===== src/rtl/ex_mdu.sv =====
// Iterative RV32M multiply/divide unit for the EX stage.
// One bit per cycle (shift-add multiply, restoring divide), with fast paths for divide-by-zero and signed overflow.
module ex_mdu #(
  parameter int XLEN = 32,
  parameter int CW   = $clog2(XLEN)
) (
  input  logic            clk,
  input  logic            rst,
  input  logic            mdu_i_flush,
  input  logic            mdu_i_valid,
  input  logic [2:0]      mdu_i_funct3,
  input  logic [XLEN-1:0] mdu_i_a,
  input  logic [XLEN-1:0] mdu_i_b,
  input  logic [4:0]      mdu_i_rd,
  output logic            mdu_o_ready,
  output logic            mdu_o_stall,
  output logic            mdu_o_valid,
  output logic [XLEN-1:0] mdu_o_result,
  output logic [4:0]      mdu_o_rd
);

  typedef enum logic [1:0] {S_IDLE, S_MUL, S_DIV, S_DONE} state_t;

  localparam logic [XLEN-1:0]   L_ONE      = {{(XLEN-1){1'b0}}, 1'b1};
  localparam logic [2*XLEN-1:0] L_ONE2     = {{(2*XLEN-1){1'b0}}, 1'b1};
  localparam logic [XLEN-1:0]   L_MIN      = {1'b1, {(XLEN-1){1'b0}}};
  localparam logic [CW-1:0]     L_CNT_INIT = CW'(XLEN-1);
  localparam logic [CW-1:0]     L_CNT_ONE  = {{(CW-1){1'b0}}, 1'b1};

  state_t              r_state;
  logic [CW-1:0]       r_cnt;
  logic [XLEN-1:0]     r_opd;
  logic [2*XLEN-1:0]   r_acc;
  logic                r_neg;
  logic                r_hi;
  logic                r_rem;

  logic                w_accept;
  logic                w_is_div;
  logic                w_sgn_a;
  logic                w_sgn_b;
  logic                w_neg_a;
  logic                w_neg_b;
  logic [XLEN-1:0]     w_abs_a;
  logic [XLEN-1:0]     w_abs_b;
  logic                w_div0;
  logic                w_ovf;
  logic [XLEN-1:0]     w_fast_res;
  logic [XLEN:0]       w_sum;
  logic [XLEN:0]       w_mul_hi;
  logic [2*XLEN-1:0]   w_mul_nxt;
  logic [XLEN:0]       w_diff;
  logic [2*XLEN-1:0]   w_div_nxt;
  logic [2*XLEN-1:0]   w_prod;
  logic [XLEN-1:0]     w_mul_res;
  logic [XLEN-1:0]     w_div_raw;
  logic [XLEN-1:0]     w_div_res;

  // Accept decode: operand signedness, magnitudes and fast-path detection
  always_comb begin
    w_accept = mdu_i_valid && (r_state == S_IDLE) && !mdu_i_flush;
    w_is_div = mdu_i_funct3[2];
    if (w_is_div) begin
      w_sgn_a = !mdu_i_funct3[0];
      w_sgn_b = !mdu_i_funct3[0];
    end else begin
      w_sgn_a = (mdu_i_funct3[1:0] == 2'b01) || (mdu_i_funct3[1:0] == 2'b10);
      w_sgn_b = (mdu_i_funct3[1:0] == 2'b01);
    end
    w_neg_a = w_sgn_a && mdu_i_a[XLEN-1];
    w_neg_b = w_sgn_b && mdu_i_b[XLEN-1];
    if (w_neg_a) begin
      w_abs_a = ~mdu_i_a + L_ONE;
    end else begin
      w_abs_a = mdu_i_a;
    end
    if (w_neg_b) begin
      w_abs_b = ~mdu_i_b + L_ONE;
    end else begin
      w_abs_b = mdu_i_b;
    end
    w_div0 = w_is_div && (mdu_i_b == '0);
    w_ovf  = w_is_div && !mdu_i_funct3[0] && (mdu_i_a == L_MIN) && (mdu_i_b == '1);
    // funct3[1] selects the remainder flavour of the divide ops
    if (w_div0) begin
      w_fast_res = mdu_i_funct3[1] ? mdu_i_a : '1;
    end else if (w_ovf) begin
      w_fast_res = mdu_i_funct3[1] ? '0 : mdu_i_a;
    end else begin
      w_fast_res = '0;
    end
  end

  // Iteration step datapath and final sign correction
  always_comb begin
    w_sum = {1'b0, r_acc[2*XLEN-1:XLEN]} + {1'b0, r_opd};
    if (r_acc[0]) begin
      w_mul_hi = w_sum;
    end else begin
      w_mul_hi = {1'b0, r_acc[2*XLEN-1:XLEN]};
    end
    w_mul_nxt = {w_mul_hi, r_acc[XLEN-1:1]};

    // acc holds {partial remainder, remaining dividend / quotient bits}
    w_diff = r_acc[2*XLEN-1:XLEN-1] - {1'b0, r_opd};
    if (w_diff[XLEN]) begin
      w_div_nxt = {r_acc[2*XLEN-2:0], 1'b0};
    end else begin
      w_div_nxt = {w_diff[XLEN-1:0], r_acc[XLEN-2:0], 1'b1};
    end

    if (r_neg) begin
      w_prod = ~w_mul_nxt + L_ONE2;
    end else begin
      w_prod = w_mul_nxt;
    end
    if (r_hi) begin
      w_mul_res = w_prod[2*XLEN-1:XLEN];
    end else begin
      w_mul_res = w_prod[XLEN-1:0];
    end

    if (r_rem) begin
      w_div_raw = w_div_nxt[2*XLEN-1:XLEN];
    end else begin
      w_div_raw = w_div_nxt[XLEN-1:0];
    end
    if (r_neg) begin
      w_div_res = ~w_div_raw + L_ONE;
    end else begin
      w_div_res = w_div_raw;
    end
  end

  // Control FSM with operand, accumulator and result registers
  always_ff @(posedge clk) begin
    if (rst) begin
      r_state      <= S_IDLE;
      r_cnt        <= '0;
      r_opd        <= '0;
      r_acc        <= '0;
      r_neg        <= 1'b0;
      r_hi         <= 1'b0;
      r_rem        <= 1'b0;
      mdu_o_result <= '0;
      mdu_o_rd     <= 5'd0;
    end else if (mdu_i_flush) begin
      r_state <= S_IDLE;
    end else begin
      case (r_state)
        S_IDLE: begin
          if (w_accept) begin
            r_cnt    <= L_CNT_INIT;
            mdu_o_rd <= mdu_i_rd;
            r_hi     <= (mdu_i_funct3[1:0] != 2'b00);
            r_rem    <= mdu_i_funct3[1];
            r_neg    <= (w_is_div && mdu_i_funct3[1]) ? w_neg_a : (w_neg_a ^ w_neg_b);
            if (w_div0 || w_ovf) begin
              mdu_o_result <= w_fast_res;
              r_state      <= S_DONE;
            end else if (w_is_div) begin
              r_opd   <= w_abs_b;
              r_acc   <= {{XLEN{1'b0}}, w_abs_a};
              r_state <= S_DIV;
            end else begin
              r_opd   <= w_abs_a;
              r_acc   <= {{XLEN{1'b0}}, w_abs_b};
              r_state <= S_MUL;
            end
          end
        end
        S_MUL: begin
          r_acc <= w_mul_nxt;
          if (r_cnt == '0) begin
            mdu_o_result <= w_mul_res;
            r_state      <= S_DONE;
          end else begin
            r_cnt <= r_cnt - L_CNT_ONE;
          end
        end
        S_DIV: begin
          r_acc <= w_div_nxt;
          if (r_cnt == '0) begin
            mdu_o_result <= w_div_res;
            r_state      <= S_DONE;
          end else begin
            r_cnt <= r_cnt - L_CNT_ONE;
          end
        end
        S_DONE: begin
          r_state <= S_IDLE;
        end
        default: begin
          r_state <= S_IDLE;
        end
      endcase
    end
  end

  // Handshake outputs decoded from state
  always_comb begin
    mdu_o_ready = (r_state == S_IDLE);
    mdu_o_valid = (r_state == S_DONE) && !mdu_i_flush;
    mdu_o_stall = ((r_state == S_MUL) || (r_state == S_DIV) ||
                   ((r_state == S_IDLE) && mdu_i_valid)) && !mdu_i_flush;
  end

endmodule


===== config.mk =====
export PLATFORM = sky130hd
export DESIGN_NAME = ex_mdu
export DESIGN_NICKNAME = d
export VERILOG_FILES = /design/src/rtl/ex_mdu.sv
export SDC_FILE = /design/constraint.sdc
export NUM_CORES = 1
export LEC_CHECK = 0
export CORE_UTILIZATION = 30
export DETAILED_ROUTE_END_ITERATION = 7
export HOLD_SLACK_MARGIN = 0.02
export PLACE_DENSITY = 0.48
export SYNTH_ARGS = -nofsm -noshare
export SYNTH_HDL_FRONTEND = slang
export SYNTH_SLANG_ARGS = --single-unit

===== constraint.sdc =====
create_clock -name clk -period 7.8 [get_ports clk]
set_input_delay 2.34 -clock clk [delete_from_list [all_inputs] [get_ports clk]]
set_output_delay 2.34 -clock clk [all_outputs]
set_load 0.1 [all_outputs]

==> flow_summary.toml, run 1 <==
[run_status]
outcome = "complete, no violations"

[cts]
htreeDepth = 4
cts_resized = 0
clkSlewWorstSetupHoldPaths_ns = 0.07
clock_sinks = 143
clock_tree.buffer_depth = 2
cts.hold.buffers_added = 0
cts_setup_buffers = 0
cts_tree = "done"
cts_buffers = 17
worstSkewPairLatency_ns = 0.46
clockRootBuffer = "clkbuf_16"

[global_routing]
grt_start_max_net_pins = 84
grtUsageTotal = 0.259
first_global_vias = 18400
grt_overflow = 0
first_pass_grt_wire_length_mm = 117
antenna_found_initial = 3

[logic_synthesis]
synth-edff-count = 0
synth-seq-area-share = 0.166
yosys_warnings = 0
synthDistinctLibCells = 86
async_flop_share = 0
syn-instance-count = 2547
netlist_area_um2 = 17300
synth-seq-cells = 143
mappedNetlistNets = 2704
synth_top_flop_cell = "dfxtp_1"
synth.avg_cell_area_um2 = 6.79

[timing]
timing.slew.headroom = 0.0921
report.final.hold_viol_count = 0
fin_worst_skew_ns = 0.0134
tns_ns = 0
clock.fmax_mhz = 153
setup_violations = 0
layout_worst_path_cycle_share = 0.838
period_minus_slack_ns = 6.53
worst_slew_pin_slew_ns = 1.36
rsz0062_at_grt = "false"
final-max-slew-violation-count = 0
timing.hold.ws_ns = 0.462

[die]
die_x_um = 242
height_of_the_chip_um = 242
design.portCount = 116
start_util = 0.305
number_of_rows_in_the_core_area = 87
area_of_the_core_um2 = 56700
die_area_um2 = 58600

[power]
cellLeakagePower_nw = 6.96
cellPowerDensity_nw_per_um2 = 140
clkPwrFrac = 0.314
ir_worst_vdd_v = 0.000173
netSwitchingPower_mw = 1.12
switching_share = 0.407
p_int_mw = 1.63
power.sequential.fraction = 0.303
pwr-share-comb = 0.383

[critical_path]
path_cells = "clkdlybuf4s50_1 > nor2b_1 > clkdlybuf4s50_1"
worst-endpoint-arrival_ns = 4.19
cp_common_cell = "clkdlybuf4s50_1"
critPathLaunchType = "primary input"
standard_cell_with_the_maximum_stage_delay_on_the_critical_path = "clkdlybuf4s50_1"
critical_path_buf_inv_count = 2
cp_slowest_stage_delay_ns = 1.15
criticalPathCategory = "in2out"
regToRegSetupSlack_ns = 1.70
end_kind = "primary output"
critical_path.top_delay_family = "buffers and inverters"
path_max_fanout = 7
data_required_time_at_the_worst_endpoint_ns = 5.46

[route]
totalWireLength_mm = 78.0
drt_drc_violations_left = 0
route.antenna.remaining_nets = 0
routed_wire_length_per_instance_um = 23.6
drt_first_pass_iters = 6
dr_total_vias = 19700
detail_route.iter0.violations = 1925
viasPerCell = 5.95

[layout]
fillerInstances = 6126
insertedDiodeCount = 0
layout-area-overhead-vs-synth_pct = 13.7
final_net_count = 2696
utilization = 0.347
layout_commonest_cell = "nand2_1"
final_cell_area_um2 = 19700
final_cells = 3307
final_layout_size_suffix_gt1_frac = 0.0568
most_frequent_cells_in_the_layout = "nand2_1 (317), nor2_1 (257), a21oi_1 (250)"

[worst_hold_path]
holdCritPathClass = "reg2reg"

[placement]
dp.final_hpwl_mm = 60.4
place_inst = 3276
gpl.final_weighted_congestion = 0.954
placement.cell_area_um2 = 19100
place.port_buffers = 115

[run]
max_cap_viol_count = 0
## layer usage
layer	part of all wire	wire length [um]	vias up	global-route usage
li1	-	-	9351	-
met1	0.46	36000	9402	0.363
met2	0.44	34100	815	0.403
met3	0.072	5590	91	0.0401
met4	0.029	2250	4	0.0856
met5	0.00073	57	-	0
## synthesized netlist by cell type (7+ instances only)
master | n | share of area
a2111oi_0 | 9 | 0.0046
a211o_1 | 15 | 0.0076
a211oi_1 | 48 | 0.021
a21boi_0 | 9 | 0.0039
a21o_1 | 27 | 0.012
a21oi_1 | 251 | 0.073
a221o_1 | 11 | 0.0064
a221oi_1 | 14 | 0.0071
a22o_1 | 23 | 0.012
a22oi_1 | 42 | 0.018
a31oi_1 | 16 | 0.0058
and2_1 | 22 | 0.0080
and3_1 | 7 | 0.0025
buf_1 | 27 | 0.0059
clkbuf_1 | 160 | 0.035
dfxtp_1 | 143 | 0.17
ha_1 | 79 | 0.057
inv_1 | 85 | 0.018
mux2_2 | 18 | 0.012
mux2i_1 | 55 | 0.032
nand2_1 | 318 | 0.069
nand2b_1 | 27 | 0.0098
nand3_1 | 61 | 0.018
nand3b_1 | 12 | 0.0052
nand4_1 | 39 | 0.014
nand4b_1 | 9 | 0.0046
nor2_1 | 259 | 0.056
nor2b_1 | 14 | 0.0051
nor3_1 | 83 | 0.024
nor4_1 | 29 | 0.010
o211ai_1 | 56 | 0.024
o21a_1 | 12 | 0.0052
o21ai_0 | 153 | 0.044
o221ai_1 | 12 | 0.0061
o311ai_0 | 8 | 0.0041
o31a_1 | 8 | 0.0041
o31ai_1 | 51 | 0.022
o41ai_1 | 10 | 0.0051
or2_2 | 14 | 0.0051
or3_1 | 29 | 0.010
or4_1 | 14 | 0.0061
xnor2_1 | 90 | 0.046
xor2_1 | 74 | 0.037
## worst reg2reg max path: cells and delay by family, from the launching register on
family                   cells  cell delay, ns
adder cells (fa/ha/maj)      2            0.67
XOR/XNOR                     1            0.80
AND/OR/NAND/NOR              2            0.81
AO/OA/AOI/OAI                8            2.47
flip-flops                   1            0.34
multiplexers                 1            0.35
buffers and inverters        2            0.56
## per-stage QoR
step / power, mW / worst slack, ns
5_1_grt: 2.88 / 0.977
2_1_floorplan: 1.51 / 1.51
3_5_place_dp: 1.87 / 0.903
4_1_cts: 2.75 / 1.27
6_report: 2.75 / 1.27
3_3_place_gp: 1.87 / 0.934
## cell type report
class,instances,area (um^2),area share
multi-input combinational,2124,13400,0.682
sequential,143,2870,0.146
clock inverter,10,139,0.00707
inverter,88,330,0.0168
timing repair buffer,165,1530,0.0778
clock buffer,21,440,0.0224
tap,756,946,0.0481
## cells by family after synthesis
logic type	share of synthesized area
flip-flops	0.166
multiplexers	0.0444
buffers and inverters	0.0615
XOR/XNOR	0.0831
AO/OA/AOI/OAI	0.320
AND/OR/NAND/NOR	0.266
adder cells (fa/ha/maj)	0.0595
## sequential cells by signal, summed over array words and instances (netlist names)
| signal | cells |
|---|---|
| r_neg | 1 |
| r_state | 2 |
| mdu_o_rd | 5 |
| r_acc | 64 |
| r_cnt | 5 |
| r_rem | 1 |
| mdu_o_result | 32 |
| r_hi | 1 |
| r_opd | 32 |
## power groups by stage
stage / Sequential (mW) / Clock [mW] / Combinational (mW)
after global placement: 0.844 / 0 / 1.02
after global routing: 0.836 / 0.909 / 1.14
final: 0.833 / 0.864 / 1.05
after floorplan: 0.819 / 0 / 0.692
after detailed placement: 0.845 / 0 / 1.03
after CTS: 0.828 / 0.883 / 1.03
## worst paths after layout
path                from          endpoint  cells past startpoint
min          mdu_o_rd[0]       mdu_o_rd[0]                      2
max reg2reg    r_acc[31]  mdu_o_result[21]                     16
max          mdu_i_flush       mdu_o_valid                      3
min reg2reg  mdu_o_rd[0]       mdu_o_rd[0]                      2
(Power assumes the default switching activity.)
==> run 2, diff against run 1 <==
PLACE_DENSITY = 0.5   (was 0.48)
clock period = 5.41 ns   (was 7.8 ns; I/O delays follow)
==> run 2 against run 1 <==
Net effect:
- sequential share of layout area shrank 1.1 points
- total power grew 56%
- clock skew shrank 0.0013 ns
- global-route usage grew 0.99 points
- final cell count grew 5.5%
- register-to-register slack lost 1.5 ns
- count of clock-buffer cells in the layout shrank 4
- via count grew 4.2%
- critical endpoint is now mdu_o_result[28]
==> flow_summary.toml, run 2 (synthesis results as in run 1) <==
[cts]
clock_sinks = 143
clkSlewWorstSetupHoldPaths_ns = 0.07
clock_tree.buffer_depth = 2
htreeDepth = 4
worstSkewPairLatency_ns = 0.46
cts_tree = "done"
clockRootBuffer = "clkbuf_16"
cts_buffers = 17

[global_routing]
first_pass_grt_wire_length_mm = 122
grt_overflow = 0
antenna_found_initial = 1
first_global_vias = 19300
grt_start_max_net_pins = 56
grtUsageTotal = 0.269

[layout]
fillerInstances = 6046
layout_commonest_cell = "nand2_1"
reg_top3 = "r_acc: 64 flops, mdu_o_result: 32 flops, r_opd: 32 flops"
max_reg_flops = 64
top_register = "r_acc"
seqCellArea_um2 = 2870
most_frequent_cells_in_the_layout = "nand2_1 (317), nor2_1 (257), a21oi_1 (250)"
final_cell_area_um2 = 21200
insertedDiodeCount = 0
multi_input_area_um2 = 13400
utilization = 0.374
final_layout_size_suffix_gt1_frac = 0.123
final_cells = 3488
final_net_count = 2878
layout-area-overhead-vs-synth_pct = 22.7

[critical_path]
critical_path.top_delay_family = "compound AO/OA/AOI/OAI gates"
cp-startpoint = "r_opd[2]"
end_kind = "register"
critical_path_buf_inv_count = 1
data_required_time_at_the_worst_endpoint_ns = 5.75
critical_path_depth = 14
worst-endpoint-arrival_ns = 5.55
critPathLaunchType = "register"
reg2reg_from = "r_opd[2]"
regToRegSetupSlack_ns = 0.20
r2r.worst_path.cells = 14
criticalPathCategory = "reg2reg"
standard_cell_with_the_maximum_stage_delay_on_the_critical_path = "a211oi_1"
path_cells = "buf_4 > ha_1 > a211oi_1 > o21ai_0 > o2111a_1 > a211oi_1 > o21ai_0 > a221o_1 > nor3_1 > nand4_2 > mux2_4 > a221oi_2 > a2111oi_1 > or3b_1"
crit_path_end = "mdu_o_result[28]"
path_max_fanout = 6
cp_slowest_stage_delay_ns = 0.60
worst_r2r_endpoint = "mdu_o_result[28]"

[die]
area_of_the_core_um2 = 56700
height_of_the_chip_um = 242
number_of_rows_in_the_core_area = 87
die_area_um2 = 58600
design.portCount = 116
start_util = 0.305
die_x_um = 242

[timing]
tns_ns = 0
layout_worst_path_cycle_share = 0.964
timing.slew.headroom = 0.308
clock.fmax_mhz = 192
fin_worst_skew_ns = 0.0121
final-max-slew-violation-count = 0
worst_slew_pin_slew_ns = 1.04
period_minus_slack_ns = 5.21
report.final.hold_viol_count = 0
setup_violations = 0

[route]
viasPerCell = 5.88
route.antenna.remaining_nets = 0
dr_total_vias = 20500
totalWireLength_mm = 81.1
routed_wire_length_per_instance_um = 23.3
drt_drc_violations_left = 0
drt_first_pass_iters = 6
detail_route.iter0.violations = 2043

[run_status]
outcome = "complete, no violations"

[placement]
placement.cell_area_um2 = 20500
place_inst = 3457
place.port_buffers = 115
dp.final_hpwl_mm = 64.3
gpl.final_weighted_congestion = 0.955

[worst_hold_path]
holdCritPathClass = "reg2reg"

[power]
ir_worst_vdd_v = 0.000218
cellPowerDensity_nw_per_um2 = 202
cellLeakagePower_nw = 7.91

[run]
max_cap_viol_count = 0
run 2: cell count changes in the layout (fill, tap and decap cells not counted), moves of 2 or more:
| cell | before | now |
|---|---|---|
| bufinv_16 | 3 | 5 |
| clkinv_2 | 3 | 1 |
| clkbuf_1 | 4 | 0 |
| buf_12 | 1 | 8 |
| buf_4 | 51 | 226 |
run 2: tightest hold or removal path: stages, from the launching register on:
cell and delay [ns]:
dfxtp_1 0.31, nand2_1 0.05, a21oi_1 0.05
run 2: layer usage:
metal	track usage	wire [um]	vias to the layer above	share of wire
met5	0	19	-	0.00023
met2	0.424	35700	899	0.44
met1	0.379	37100	9779	0.46
met3	0.0291	5590	117	0.069
li1	-	-	9698	-
met4	0.0916	2690	2	0.033
run 2: worst min-delay path by stage:
stage	from	to	cells after the start	slack [ns]
after floorplan	r_opd[11]	r_opd[11]	2	0.45
after global placement	mdu_o_rd[1]	mdu_o_rd[1]	2	0.44
after detailed placement	mdu_o_rd[2]	mdu_o_rd[2]	2	0.45
after CTS	mdu_o_rd[3]	mdu_o_rd[3]	2	0.46
after global routing	mdu_o_rd[3]	mdu_o_rd[3]	2	0.49
final	mdu_o_rd[3]	mdu_o_rd[3]	2	0.46
run 2: cell type report:
type / count / share of cell area
repair buffers: 347 / 0.141
clock buffers: 17 / 0.0201
multi-input cells: 2124 / 0.634
inverters: 88 / 0.0156
clock inverters: 13 / 0.00997
well taps: 756 / 0.0446
flip-flops and latches: 143 / 0.135
run 2: stage by stage:
stage | total power, mW | worst slack (ns) | hold WS [ns]
3_5_place_dp | 2.89 | -0.257 | 0.451
4_1_cts | 4.26 | 0.0286 | 0.462
6_report | 4.29 | 0.196 | 0.456
2_1_floorplan | 2.18 | 0.109 | 0.449
5_1_grt | 4.46 | -0.00811 | 0.487
3_3_place_gp | 2.88 | -0.127 | 0.442
run 2: timing repair:
action,CTS,global route
buffers inserted,0,1
gates resized for setup,0,9
setup endpoints to repair,0,14
hold buffers,0,0
run 2: report_power, final:
group	total [mW]	internal, mW	switching (mW)
logic	1.73	0.655	1.07
registers	1.19	1.10	0.0931
clock network	1.37	0.816	0.549
